--- src/rtl/alu_issue_ctrl.sv ---
// Multicycle decode/issue controller feeding the ALU.
// Decodes MIPS R/I words, drives the ALU, writes the result back.
module alu_issue_ctrl #(
    parameter int ALU_LAT = 1
) (
    input  logic        clk,
    input  logic        reset,
    input  logic        instr_valid,
    output logic        instr_ready,
    input  logic [31:0] instr,
    output logic [4:0]  rf_raddr1,
    output logic [4:0]  rf_raddr2,
    input  logic [31:0] rf_rdata1,
    input  logic [31:0] rf_rdata2,
    output logic [31:0] alu_reg1,
    output logic [31:0] alu_reg2,
    output logic [5:0]  alu_op,
    output logic [5:0]  alu_func,
    output logic [4:0]  alu_shamt,
    input  logic [31:0] alu_result,
    output logic        rf_we,
    output logic [4:0]  rf_waddr,
    output logic [31:0] rf_wdata,
    output logic        done,
    output logic        illegal,
    output logic        busy
);

    localparam int CW = (ALU_LAT > 1) ? $clog2(ALU_LAT) : 1;

    typedef enum logic [1:0] {
        IDLE,
        DECODE,
        EXEC,
        WB
    } state_t;

    state_t        state;
    state_t        state_n;
    logic [31:0]   ir;
    logic [CW-1:0] cnt;
    logic [4:0]    dest;

    logic [5:0]    op;
    logic [5:0]    fn;
    logic          is_r;
    logic          legal;
    logic          sext;
    logic [31:0]   imm;
    logic [31:0]   reg2_n;
    logic [5:0]    func_n;
    logic [4:0]    shamt_n;
    logic [4:0]    dest_n;

    assign op = ir[31:26];
    assign fn = ir[5:0];

    // Classify the latched word and pick immediate extension.
    always_comb begin
        is_r  = 1'b0;
        legal = 1'b0;
        sext  = 1'b0;
        case (op)
            6'b000000: begin
                is_r = 1'b1;
                case (fn)
                    6'b100000, 6'b100100, 6'b100101, 6'b100010,
                    6'b000011, 6'b000010, 6'b000000, 6'b101001:
                        legal = 1'b1;
                    default: legal = 1'b0;
                endcase
            end
            6'b001000, 6'b001001, 6'b001010: begin
                legal = 1'b1;
                sext  = 1'b1;
            end
            6'b001100, 6'b001101, 6'b001111: begin
                legal = 1'b1;
            end
            default: legal = 1'b0;
        endcase
    end

    // Operand and field selection for the DECODE exit edge.
    always_comb begin
        imm     = sext ? {{16{ir[15]}}, ir[15:0]} : {16'h0000, ir[15:0]};
        reg2_n  = is_r ? rf_rdata2 : imm;
        func_n  = is_r ? fn : 6'd0;
        shamt_n = is_r ? ir[10:6] : 5'd0;
        dest_n  = is_r ? ir[15:11] : ir[20:16];
    end

    assign rf_raddr1 = ir[25:21];
    assign rf_raddr2 = ir[20:16];

    // State register.
    always_ff @(posedge clk or posedge reset) begin
        if (reset) begin
            state <= IDLE;
        end else begin
            state <= state_n;
        end
    end

    // Next state and handshake/pulse outputs.
    always_comb begin
        state_n     = state;
        instr_ready = 1'b0;
        illegal     = 1'b0;
        done        = 1'b0;
        rf_we       = 1'b0;
        busy        = 1'b1;
        case (state)
            IDLE: begin
                instr_ready = 1'b1;
                busy        = 1'b0;
                if (instr_valid) begin
                    state_n = DECODE;
                end
            end
            DECODE: begin
                if (legal) begin
                    state_n = EXEC;
                end else begin
                    illegal = 1'b1;
                    state_n = IDLE;
                end
            end
            EXEC: begin
                if (cnt == '0) begin
                    state_n = WB;
                end
            end
            WB: begin
                done    = 1'b1;
                rf_we   = (rf_waddr != 5'd0);
                state_n = IDLE;
            end
            default: state_n = IDLE;
        endcase
    end

    // Instruction, ALU-facing and write-back registers.
    always_ff @(posedge clk or posedge reset) begin
        if (reset) begin
            ir        <= '0;
            cnt       <= '0;
            dest      <= '0;
            alu_reg1  <= '0;
            alu_reg2  <= '0;
            alu_op    <= '0;
            alu_func  <= '0;
            alu_shamt <= '0;
            rf_waddr  <= '0;
            rf_wdata  <= '0;
        end else begin
            case (state)
                IDLE: begin
                    if (instr_valid) begin
                        ir <= instr;
                    end
                end
                DECODE: begin
                    if (legal) begin
                        alu_reg1  <= rf_rdata1;
                        alu_reg2  <= reg2_n;
                        alu_op    <= op;
                        alu_func  <= func_n;
                        alu_shamt <= shamt_n;
                        dest      <= dest_n;
                        cnt       <= CW'(ALU_LAT - 1);
                    end
                end
                EXEC: begin
                    if (cnt == '0) begin
                        rf_wdata <= alu_result;
                        rf_waddr <= dest;
                    end else begin
                        cnt <= cnt - 1'b1;
                    end
                end
                default: begin
                end
            endcase
        end
    end

endmodule

--- config.mk ---
export PLATFORM = sky130hd
export DESIGN_NAME = alu_issue_ctrl
export DESIGN_NICKNAME = d
export VERILOG_FILES = /design/src/rtl/alu_issue_ctrl.sv
export SDC_FILE = /design/constraint.sdc
export NUM_CORES = 1
export LEC_CHECK = 0
export CORE_ASPECT_RATIO = 2
export CORE_MARGIN = 4
export CORE_UTILIZATION = 43
export DETAILED_ROUTE_END_ITERATION = 8
export GPL_TIMING_DRIVEN = 0
export PLACE_DENSITY = 0.8
export SYNTH_ARGS = -nofsm -noshare
export SYNTH_HDL_FRONTEND = slang
export SYNTH_SLANG_ARGS = --single-unit
--- constraint.sdc ---
create_clock -name clk -period 6.3 [get_ports clk]
set_input_delay 1.26 -clock clk [delete_from_list [all_inputs] [get_ports clk]]
set_output_delay 1.26 -clock clk [all_outputs]
set_load 0.02 [all_outputs]
; After elaboration in Yosys (flattened, before gate mapping)
; Index checks and enable logic that the tools add are counted.
[word_totals]
ff_bits = 158
inputBits = 131
[op_classes]
add_sub_neg = 1
n_eq_ne = 19
n_mux = 22
n_bitwise = 1
n_reduce_logical = 13
[ops]
columns = operator, n
row1 = 32-bit two-way mux, 2
row2 = 6-bit by 4-bit equality test with 1-bit output (second input constant), 6
row3 = 6-bit equality test (second input constant), 5
row4 = 6-bit by 2-bit equality test with 1-bit output (second input constant), 2
row5 = 6-bit zero test, 2
row6 = 1-bit two-way mux, 11
row7 = 5-bit two-way mux, 2
row8 = 2-bit AND reduction, 5
row9 = 2-bit case mux with 4 select lines, 1
row10 = 8-bit OR reduction, 1
row11 = 2-bit two-way mux, 3
row12 = 6-bit two-way mux, 1
row13 = 2-bit != test (second input constant), 3
row14 = 6-bit OR reduction, 1
row15 = 5-bit nonzero test, 1
row16 = 2-bit equality test (second input constant), 2
row17 = 1-bit case mux with 2 select lines, 2
row18 = 3-bit OR reduction, 1
row19 = 2-bit by 1-bit equality test with 1-bit output (second input constant), 1
row20 = 2-bit zero test, 1
row21 = 2-bit nonzero test, 1
row22 = 1-bit NOT, 1
row23 = 1-bit subtractor (second input constant), 1

; Longest topological paths before layout
; Gate-level depths: netlist (run 1).
[logic_depth]
ltp_word = 6
mapped_depth = 8

; Worst setup path before layout (run 1)
; No wires, ideal clock.
[synth_timing]
path_type = reg2out
startpoint = register ir[26]
endpoint = output illegal
arrival_time_ns = 1.508
setup_slack_ns = 3.532
stages_incl_launch_ff = 6
path_buffers = 0
cell_sequence = dfrtp_1 > or4_4 > nor4_2 > o211a_1 > nor2_1 > and2_1
[synth_between]
elab_chain_len = 5
elab_cells_between_ends = 11
[synth_lines]
columns = element, line_no
row1 = start: declaration, 40  ; logic [31:0] ir;
row2 = start signal: assignment, 160  ; ir <= instr;
row3 = 6-bit by 4-bit equality test with 1-bit output, 63  ; case (op)
row4 = 6-bit OR reduction (no source line), -
row5 = 1-bit case mux with 2 select lines (*), 63
row6 = 1-bit two-way mux (*), 122  ; if (legal) begin
row7 = 1-bit two-way mux (*), 113  ; case (state)
row8 = end: declaration, 25  ; output logic illegal,
; Every way passes the cells marked *; elsewhere a longest branch is shown, timed or not.

; Final worst setup path (run 1)
; Same ends and word-level chain as after synthesis.

==> flow_summary.toml, run 1 <==
[outcome]
status = "finished, final reports clean"

[floorplan]
io_pins = 264
initial_core_util_pct = 43.8
die-area_um2 = 17300
coreArea_um2 = 14900
die_w_um = 95.2
rows = 63
die_h_um = 182

[cells_and_area]
antenna_cells = 0
final_cells = 946
fin_util_pct = 67.3
syn_to_final_growth_pct = 53.5
drive_above_1_share_pct = 28.0
fin_nets = 869

[clock_network]
numCtsBuffers = 17
cts_max_path_buffers = 2
ctsResizeCount = 0
clk_latency_ps = 420
cts_root_buffer = "clkbuf_16"
cts_max_level = 4
cts_hold_repair.buffers = 0
cts_sinks = 157
tritoncts = "done"
clk_pin_slew_ps = 60
cts_setup_buffers = 0

[power]
combPwrFrac_pct = 45.3
p_leak_nw = 4.17
p_sw_mw = 1.78
p_sw_share_pct = 34.7
seqPwrFrac_pct = 34.7
p_int_mw = 3.34
ir_drop_uv = 286
power_frac_clock_pct = 19.9
total_power_mw = 5.11
p_per_area_nw_per_um2 = 510

[logic_synthesis]
ys_ff_latch = 157
netlist_top_cells_count = "dfrtp_1, mux2_2, inv_1, a21oi_1, mux2i_1"
postSynth.asyncResetShare_pct = 100
synth_area_um2 = 6530
avgSynthCellArea_um2 = 14.4
syn_nets = 586
yosys-top-cells-area = "dfrtp_1, mux2_2, mux2i_1"
netlist_instances = 455
synth_edf_count = 0
synth_top_area_share_pct = 60.1
yosysMostFrequentCell = "dfrtp_1"
synth_cell_types = 32
synth_top_cell_by_area = "dfrtp_1"
ys_seq_area_share_pct = 60.1
ys_warn_count = 0
synth-main-ff-cell = "dfrtp_1"

[grt]
grt_antenna_before_repair = 0
overflow = 0
use_met3_pct = 4.95
grt_pass1_vias = 5268
grt_max_degree = 90
grt_first_pass_wirelength_um = 29000
grt_use_total_pct = 22.4
busiest_layer = "met2"
use_met1_pct = 23.2
use_met2_pct = 41.1

[timing]
rsz0062_at_grt = "no"
fmax_mhz = 257
final_max_slew_viol_count = 0
timing.final.crit_period_ps = 3890
fin_crit_sh_pct = 61.8
finalHoldViolCount = 0
skew_ps = 10.2
slew_headroom_pct = 39.5
tightest_slew_ps = 906
setup_viol = 0

[route]
viasPerCell = 4.92
ant_nets = 0
drt_wl_total_um = 18600
vias = 4654
dr.pass1.iters = 4
drt_iter0_drc = 128
wl_per_cell_um = 19.7
drcViolationCount = 0

[worst_setup_path]
critPathMaxFanout = 5
startpoint = "ir[26]"
crit_required_ps = 5040
worst_r2r_path_depth = 7
crit_type = "flop to primary output"
cp-start-kind = "flop"
crit-reg2reg-launch = "ir[26]"
cp.arrival_ps = 2630
r2r_end = "alu_reg2[4]"
endpoint = "illegal"
cp-end-kind = "primary output"
regToRegSetupSlack_ps = 3900

[hold_path]
hold_class = "flop to flop"

[place]
gp_congestion = 0.826
port_buffers = 263
dp_cells = 914
dp.final_hpwl_um = 14400

[flow_run]
drv_cap = 0
-- registers in the layout (all words and copies together), names as in the netlist, named ones only --
name and cells:
alu_reg2 32, alu_op 6, rf_wdata 32, alu_func 6, alu_shamt 5, ir 32
state 1, alu_reg1 32, rf_waddr 5, dest 5
-- metrics by stage --
stage | TNS (ps) | setup slack (ps) | hold slack, ps | instance area [µm²]
global route | 0 | 2250 | 515 | 10000
global placement | -167510 | -1080 | 475 | 9410
CTS | 0 | 2360 | 493 | 10000
floorplan | 0 | 805 | 444 | 6530
detailed placement | 0 | 2820 | 485 | 9450
finish | 0 | 2410 | 486 | 10000
-- cells in the final DEF (no fill, tap or decap), types with 5 or more instances in the layout --
master / instances
clkbuf_16: 17
clkbuf_8: 5
o22ai_1: 10
buf_4: 10
clkbuf_1: 6
buf_2: 9
inv_1: 28
nand3_1: 10
a21oi_1: 18
mux2_2: 145
dfrtp_1: 157
mux2i_1: 16
nor2b_1: 5
clkdlybuf4s50_1: 263
nor2_1: 5
-- layout make-up --
type                    count  area [µm²]
fillers                  1051        4870
well taps                 195         244
plain buffers              36         285
repair buffers            264        2660
inverters                  29         114
flip-flops and latches    157        3930
multi-input cells         233        2210
clock inverters            12         136
clock buffers              20         447
-- cell families (layout without fill, tap and decap cells) --
group / count (synthesis) / in the layout / synth area share (%)
buffers and inverters: 65 / 361 / 6.03
muxes: 161 / 161 / 27.4
DFF: 157 / 157 / 60.1
xor gates and xnor gates: 1 / 1 / 0.134
AOI/OAI and AO/OA: 36 / 36 / 3.22
and+or+nand+nor: 35 / 35 / 3.03
-- power groups by stage --
stage	clock network, mW	registers, mW	logic [mW]
6_report	1.02	1.78	2.32
3_3_place_gp	0	1.76	2.29
2_1_floorplan	0	2.15	0.841
3_5_place_dp	0	1.79	2.34
4_1_cts	1.04	1.78	2.35
5_1_grt	1.09	1.84	2.46
-- worst max-delay path, stage by stage (launching register included) --
cell	delay, ps
dfrtp_1	440
or4_4	570
nor4_2	220
o211a_1	220
nor2_1	60
and2_1	170
clkdlybuf4s50_1	530
-- layer usage --
layer | wire length [µm] | vias up
met5 | 0 | -
met4 | 779 | 0
met3 | 928 | 41
met2 | 10700 | 168
met1 | 6270 | 2313
li1 | - | 2132
-- worst min path at each step --
stage / start / end / slack (ps) / depth (start not counted)
after global routing: alu_reg2[8] / alu_reg2[8] / 510 / 1
final: state[0] / state[0] / 490 / 1
after floorplan: state[0] / state[0] / 440 / 1
after global placement: state[0] / state[0] / 470 / 1
after CTS: state[0] / state[0] / 490 / 1
after detailed placement: state[0] / state[0] / 480 / 1
No activity file was read; power rests on OpenSTA's default activity.
==> run 2, diff against run 1 <==
==> constraint.sdc (replaced) <==
create_clock -name clk -period 3.6 [get_ports clk]
set_input_delay 0.72 -clock clk [delete_from_list [all_inputs] [get_ports clk]]
set_output_delay 0.72 -clock clk [all_outputs]
set_load 0.02 [all_outputs]
==> flow_summary.toml, run 2 (same netlist as run 1, synthesis figures left out) <==
[outcome]
status = "finished, final reports clean"

[place]
place_area_um2 = 9480
pre_cts_ws_ps = 718
dp.final_hpwl_um = 14700
gp_congestion = 0.819
port_buffers = 263

[cells_and_area]
fin_util_pct = 67.6
final_cell_mix = "clkdlybuf4s50_1, dfrtp_1, mux2_2"
syn_to_final_growth_pct = 54.1
drive_above_1_share_pct = 28.1
fin_nets = 871
final_common_cell = "clkdlybuf4s50_1"
final_cell_area_um2 = 10100
antenna_cells = 0

[clock_network]
clk_latency_ps = 410
cts_setup_buffers = 0
cts_sinks = 157
cts_root_buffer = "clkbuf_16"
numCtsBuffers = 17
tritoncts = "done"
ctsResizeCount = 0
cts_max_level = 4
clk_pin_slew_ps = 60
cts_hold_repair.buffers = 0
cts_max_path_buffers = 2

[worst_setup_path]
crit_required_ps = 2880
critPathMaxFanout = 5
cp.arrival_ps = 2560
cp-end-kind = "primary output"
cp-start-kind = "flop"
crit_type = "flop to primary output"

[floorplan]
die_h_um = 182
io_pins = 264
coreArea_um2 = 14900
rows = 63
initial_core_util_pct = 43.8
die_w_um = 95.2
die-area_um2 = 17300

[timing]
setup_slack_ps = 317
finalHoldViolCount = 0
tightest_slew_ps = 930
fmax_mhz = 305
fin_crit_sh_pct = 91.2
timing.final.crit_period_ps = 3280
final_max_slew_viol_count = 0
setup_viol = 0
slew_headroom_pct = 37.9
skew_ps = 11.7
rsz0062_at_grt = "no"
whs_ps = 497

[power]
ir_drop_uv = 608
total_power_mw = 9.02
seqPwrFrac_pct = 34.7
p_sw_mw = 3.13
p_per_area_nw_per_um2 = 895
power_frac_clock_pct = 20.2
combPwrFrac_pct = 45.2
p_sw_share_pct = 34.7
p_leak_nw = 4.18
p_int_mw = 5.89

[grt]
busiest_layer = "met2"
use_met3_pct = 5.28
use_met2_pct = 42.6
overflow = 0
grt_pass1_vias = 5379
use_met1_pct = 21.8
grt_first_pass_wirelength_um = 28900
grt_antenna_before_repair = 0
grt_max_degree = 46
grt_use_total_pct = 22.3

[route]
drt_wl_total_um = 18700
dr.pass1.iters = 4
drt_iter0_drc = 82
wl_per_cell_um = 19.8
vias = 4668
viasPerCell = 4.93
ant_nets = 0
drcViolationCount = 0

[hold_path]
hold_class = "flop to flop"

[flow_run]
drv_cap = 0
[run 2: power by group through the flow]
| stage | clock [mW] | combinational (mW) | sequential, mW |
|---|---|---|---|
| floorplan | 0 | 1.47 | 3.77 |
| global placement | 0 | 4.00 | 3.08 |
| detailed placement | 0 | 4.10 | 3.15 |
| CTS | 1.85 | 4.14 | 3.13 |
| global route | 1.93 | 4.33 | 3.23 |
| finish | 1.82 | 4.08 | 3.12 |
[run 2: critical path, stage by stage (launching register included)]
cell and delay (ps):
dfrtp_1 440, or4_4 570, nor4_2 160, o211a_1 210, nor2_1 60, and2_1 170, clkdlybuf4s50_1 540
[run 2: stage by stage]
step / TNS (ps) / cells
after floorplan: 0 / 455
after global placement: -48710 / 913
after detailed placement: 0 / 916
after CTS: 0 / 946
after global routing: 0 / 946
final: 0 / 946
[run 2: per-layer routing]
layer	vias to the layer above	wire length, µm
met3	43	994
li1	2129	-
met4	0	745
met1	2328	6120
met5	-	0
met2	168	10800
[run 2: cell type report]
type | instances | area, µm²
plain buffers | 36 | 285
clock buffers | 18 | 429
clock inverters | 12 | 163
fillers | 1054 | 4830
inverters | 29 | 113
multi-input cells | 233 | 2210
flip-flops and latches | 157 | 3930
well taps | 195 | 244
repair buffers | 266 | 2690
[run 2: final timing paths]
check	startpoint	depth (start not counted)	to	slack (ps)
worst max-delay path	ir[26]	6	illegal	320
worst min-delay path	alu_func[4]	1	alu_func[4]	500
worst max register to register	ir[26]	5	alu_reg2[11]	1220
worst min register to register	alu_func[4]	1	alu_func[4]	500
max in group asynchronous	reset	4	alu_reg2[1]	1920
min in group asynchronous	reset	2	rf_wdata[8]	750
